**src/rtl/uart_pkg.sv**
```systemverilog
// Shared UART receive types: FSM state encoding, default frame geometry, counter sizing.
// Pure declarations, no logic.
package uart_pkg;

    typedef enum logic [2:0] {
        IDLE,
        START,
        DATA,
        PARITY,
        STOP,
        BREAK
    } rx_state_t;

    localparam int UART_OVERSAMPLE = 16;
    localparam int UART_DATA_BITS  = 8;

    function automatic int scnt_width(input int oversample);
        return (oversample > 2) ? $clog2(oversample) : 1;
    endfunction

endpackage

```
**src/rtl/uart_rx_cond.sv**
```systemverilog
// Input conditioning: 2-flop rx synchronizer plus baud rising-edge tick generator.
// Latency: rx_s lags rx by 2 clk; tick pulses 1 clk wide, 2 clk after a baud rising edge.
// No backpressure: free-running, consumers must act on tick when it is present.
module uart_rx_cond (
    input  logic clk,
    input  logic reset,
    input  logic baud_clk,
    input  logic rx,
    output logic rx_s,
    output logic tick
);

    logic rx_q1;
    logic baud_q1;
    logic baud_q2;

    always_ff @(posedge clk) begin
        if (reset) begin
            rx_q1   <= 1'b1;
            rx_s    <= 1'b1;
            baud_q1 <= 1'b0;
            baud_q2 <= 1'b0;
        end else begin
            rx_q1   <= rx;
            rx_s    <= rx_q1;
            baud_q1 <= baud_clk;
            baud_q2 <= baud_q1;
        end
    end

    assign tick = baud_q1 & ~baud_q2;

endmodule

```
**src/rtl/uart_rx.sv**
```systemverilog
// UART receiver: oversampled 8N1 deserialiser with ready/overrun/framing flags (UART_RX_PARITY_EN adds even parity).
// Latency: rx_ready rises 1 clk after the tick that samples the stop bit.
// Backpressure: none; an unacked byte is overwritten and rx_overrun is flagged.
module uart_rx
    import uart_pkg::*;
#(
    parameter int OVERSAMPLE = UART_OVERSAMPLE,
    parameter int DATA_BITS  = UART_DATA_BITS
) (
    input  logic                 clk,
    input  logic                 reset,
    input  logic                 rx_baud_clk,
    input  logic                 rx,
    input  logic                 rx_ack,
    output logic [DATA_BITS-1:0] rx_data,
    output logic                 rx_ready,
    output logic                 rx_overrun,
`ifdef UART_RX_PARITY_EN
    output logic                 rx_parity_err,
`endif
    output logic                 rx_frame_err
);

    localparam int SW = scnt_width(OVERSAMPLE);
    localparam logic [SW-1:0] SCNT_MID  = SW'(OVERSAMPLE / 2 - 1);
    localparam logic [SW-1:0] SCNT_LAST = SW'(OVERSAMPLE - 1);
    localparam logic [2:0]    BCNT_LAST = 3'(DATA_BITS - 1);

    logic                 rx_s;
    logic                 tick;
    rx_state_t            state;
    logic [SW-1:0]        scnt;
    logic [2:0]           bcnt;
    logic [DATA_BITS-1:0] shreg;
`ifdef UART_RX_PARITY_EN
    logic                 par_bit;
`endif

    uart_rx_cond u_cond (
        .clk      (clk),
        .reset    (reset),
        .baud_clk (rx_baud_clk),
        .rx       (rx),
        .rx_s     (rx_s),
        .tick     (tick)
    );

    always_ff @(posedge clk) begin
        if (reset) begin
            state         <= IDLE;
            scnt          <= '0;
            bcnt          <= '0;
            shreg         <= '0;
            rx_data       <= '0;
            rx_ready      <= 1'b0;
            rx_overrun    <= 1'b0;
            rx_frame_err  <= 1'b0;
`ifdef UART_RX_PARITY_EN
            par_bit       <= 1'b0;
            rx_parity_err <= 1'b0;
`endif
        end else begin
            // Ack clears first; a delivery in the same cycle overrides below.
            if (rx_ack) begin
                rx_ready   <= 1'b0;
                rx_overrun <= 1'b0;
            end
            if (tick) begin
                case (state)
                    IDLE: begin
                        if (!rx_s) begin
                            state <= START;
                            scnt  <= '0;
                        end
                    end
                    START: begin
                        if (scnt == SCNT_MID) begin
                            scnt  <= '0;
                            bcnt  <= '0;
                            state <= rx_s ? IDLE : DATA;
                        end else begin
                            scnt <= scnt + 1'b1;
                        end
                    end
                    DATA: begin
                        if (scnt == SCNT_LAST) begin
                            scnt  <= '0;
                            shreg <= {rx_s, shreg[DATA_BITS-1:1]};
                            if (bcnt == BCNT_LAST) begin
`ifdef UART_RX_PARITY_EN
                                state <= PARITY;
`else
                                state <= STOP;
`endif
                            end else begin
                                bcnt <= bcnt + 1'b1;
                            end
                        end else begin
                            scnt <= scnt + 1'b1;
                        end
                    end
`ifdef UART_RX_PARITY_EN
                    PARITY: begin
                        if (scnt == SCNT_LAST) begin
                            scnt    <= '0;
                            par_bit <= rx_s;
                            state   <= STOP;
                        end else begin
                            scnt <= scnt + 1'b1;
                        end
                    end
`endif
                    STOP: begin
                        if (scnt == SCNT_LAST) begin
                            scnt          <= '0;
                            rx_data       <= shreg;
                            rx_frame_err  <= ~rx_s;
                            rx_ready      <= 1'b1;
                            rx_overrun    <= ~rx_ack & (rx_ready | rx_overrun);
`ifdef UART_RX_PARITY_EN
                            rx_parity_err <= (^shreg) ^ par_bit;
`endif
                            // A low stop bit parks in BREAK so a held-low line cannot re-trigger.
                            state         <= rx_s ? IDLE : BREAK;
                        end else begin
                            scnt <= scnt + 1'b1;
                        end
                    end
                    BREAK: begin
                        if (rx_s) state <= IDLE;
                    end
                    default: state <= IDLE;
                endcase
            end
        end
    end

endmodule

```
**config.mk**
```make
export PLATFORM = sky130hd
export DESIGN_NAME = uart_rx
export DESIGN_NICKNAME = d
export VERILOG_FILES = /design/src/rtl/uart_pkg.sv /design/src/rtl/uart_rx_cond.sv /design/src/rtl/uart_rx.sv
export SDC_FILE = /design/constraint.sdc
export NUM_CORES = 1
export LEC_CHECK = 0
export ABC_AREA = 1
export CAP_MARGIN = 20
export CORE_ASPECT_RATIO = 1.4
export CORE_MARGIN = 2
export CORE_UTILIZATION = 45
export DETAILED_ROUTE_END_ITERATION = 7
export PLACE_DENSITY = 0.65
export SLEW_MARGIN = 20
export SYNTH_ARGS = -nofsm -noshare
export SYNTH_HDL_FRONTEND = slang
export SYNTH_SLANG_ARGS = --single-unit
```
**constraint.sdc**
```tcl
create_clock -name clk -period 1.5 [get_ports clk]
set_input_delay 0.3 -clock clk [delete_from_list [all_inputs] [get_ports clk]]
set_output_delay 0.3 -clock clk [all_outputs]
set_load 0.01 [all_outputs]
```
==> impl_results.md <==
- Antenna diode count: 0
- Post-cts sizing count: 0
- Pin count of the biggest net entering global routing: 27
- Clock root cell: clkbuf_8
- Top Ports: 16
- Internal power: roughly 1.4 mW
- Post-synthesis cell count: 213
- Switch Pwr: between 400 and 500 µW
- CTS tree: yes
- ANT nets after route: 0
- Synth async-reset ratio: 0%
- Setup violators final: 0
- Fin crit period: 1.45 ns
- Final hold slack: 0.411 ns
- Rows: 24
- Chip Height: 72.4 µm
- Cell chain of the critical path: clkdlybuf4s50_1
- Fill cells: 304
- Pwr per Cell Area: 956 mW/mm²
- Area leader, netlist: dfxtp_1
- Max_slew headroom: 79.5%
- Worst hold path type: register to register
- Crit path launch type: register
- Hold-fix buffers at CTS: 0
- WL per Instance: 11.7 µm
- Port Buffers: 15
- Worst path bufs/invs: 1
- Pleak: 0.914 nW
- First-pass GRT wire length: about 5.6 mm
- Reg area: around 660 µm²
- Worst Max-Slew Pin Slew: between 0.3 and 0.4 ns
- Initial core utilization: a little under half
- Clk sinks: 33
- Synth top area cells: dfxtp_1, nor2_1, nand2_1, o21ai_0, nand3_1
- Seq cells post-synth: 33
- Die Area: 0.00383 mm²
- P&R area growth vs syn: 25.5%
- Crit. End Element: primary output
- Initial antenna violation count: 0
- Syn avg cell area: 7.07 µm²
- Core outline area: ~0.0032 mm²
- CP delay by family, top: buffers and inverters
- Post-route setup slack: 0.0496 ns
- Final Hold Fails: 0
- Nets: 246
- Total Wirelength: 3.27 mm
- Arr. time, crit path: approximately 1.2 ns
- Tot Pwr: 1.81 mW
- Layout cells sized above 1: 17.6%
- IR drop worst, VDD: between 0.6 and 0.7 mV
- Max Clock Skew: between 0.003 and 0.004 ns
- Area of the mapped netlist: 0.00151 mm²
- Area of the multi-input gates: 766 µm²
- Critical-path top delay cell: clkdlybuf4s50_1
- Sequential area share after synthesis: between 40% and 50%
- Clock network fraction of design power: 40.6%
- CP required: around 1.2 ns
- EDFF count, synth: 0
- Most frequent cells in the layout: nor2_1, nand2_1, dfxtp_1
- Worst Path Class, Setup: register to primary output
- Syn_nets: 221
- Fmax: 689 MHz
- Seq pwr share: between 50% and 60%
- GRT overflow: 0
- Die Width: approximately 53 µm
- Synth warn: 0
- Run status: finished, final reports clean
- Routability cong.: 0.945
- Unrepaired setup endpoints after global routing: true
- Critical Path Fanout Max: 2
- Total setup buffers inserted after CTS: 0
- Clk Latency, worst-skew pair: 0.28 ns
- Net Sw Frac: 24.2%
- Combinational Power Share: 9.2%
- Pins Over Slew Limit: 0
- Vias per std cell: just over 5
- Hpwl dp: 2.45 mm
- DRC viols: 0
- Total Routing Usage GR: 19.8%
- Number of distinct library cells after synthesis: 21
- Tcrit/Tclk final: 96.7%
- Clock buffer depth: 2
- DR vias: 1,412
- Reg clk slew, reported paths: roughly 0.07 ns
- Number of global-route vias before repair: 1,374
- Detailed Routing Iterations Pass 1: 4
- Crit-path max cell delay: 0.54 ns
- Synth top area share: 43.9%
- Max_cap viols: 0
- Commonest non-fill, non-tap cell in the layout: nor2_1
- CTS Buf Count: 5
- Pre-CTS setup slack: 0.0335 ns
- Main synth FF type: dfxtp_1
- Utilization after layout: between 50% and 60%
- H-tree Lvls: 2
- 1st-iter DRT viols: 39
## routing by layer
layer | track usage [%] | share of wire [%] | routed length, µm | vias up
li1 | - | - | - | 725
met1 | 20.5 | 40 | 1320 | 667
met2 | 35.4 | 55 | 1810 | 13
met3 | 5.35 | 2.2 | 71 | 7
met4 | 9.69 | 1.8 | 60 | 0
met5 | 0 | 0 | 0 | -
## kinds of logic (layout without fill, tap and decap cells)
group / after synthesis / in the layout / synth area share [%]
AND/OR/NAND/NOR: 120 / 120 / 36.1
flip-flops: 33 / 33 / 43.9
AO/OA/AOI/OAI: 29 / 29 / 9.89
buffers and inverters: 27 / 53 / 7.07
adder cells (fa/ha/maj): 3 / 3 / 2.49
XOR/XNOR: 1 / 1 / 0.582
## worst paths after layout
kind,startpoint,to,slack [ns],cells after the start
setup / recovery,rx_data[1],rx_data[1],0.05,1
hold / removal,u_cond.rx_q1,u_cond.rx_s,0.41,1
setup reg to reg,bcnt[0],bcnt[2],0.11,8
hold reg to reg,u_cond.rx_q1,u_cond.rx_s,0.41,1
## sequential cells by signal (all words and copies together) (netlist names)
register,cells
rx_ready,1
rx_frame_err,1
bcnt,3
rx_data,8
u_cond.rx_q1,1
u_cond.baud_q2,1
shreg,8
u_cond.baud_q1,1
state,3
u_cond.rx_s,1
rx_overrun,1
scnt,4
## cell type report
class,count,area share [%]
clock buffers,7,5.10
clock inverters,1,0.265
inverters,23,4.57
multi-input cells,153,40.5
flip-flops and latches,33,35.2
well taps,39,2.58
repair buffers,22,11.8
## metrics by stage
| stage | TNS, ns | cells | instance area (µm²) |
|---|---|---|---|
| finish | 0 | 278 | 1890 |
| CTS | 0 | 278 | 1850 |
| floorplan | 0 | 213 | 1510 |
| global route | -0.0236 | 278 | 1890 |
| detailed placement | 0 | 270 | 1750 |
| global placement | 0 | 270 | 1750 |
## synthesized netlist by cell type, types with 3 or more instances
cell type,count
nor2_1,49
dfxtp_1,33
nand2_1,33
inv_1,21
o21ai_0,21
nand3_1,17
a21oi_1,7
nand2_2,6
nor2_2,6
ha_1,3
## power groups by stage
stage | Sequential [mW] | Combinational, mW | Clock, mW
2_1_floorplan | 0.920 | 0.116 | 0
3_3_place_gp | 0.923 | 0.158 | 0
3_5_place_dp | 0.923 | 0.161 | 0
4_1_cts | 0.903 | 0.162 | 0.747
5_1_grt | 0.908 | 0.190 | 0.781
6_report | 0.906 | 0.166 | 0.734
(Power assumes the default switching activity.)
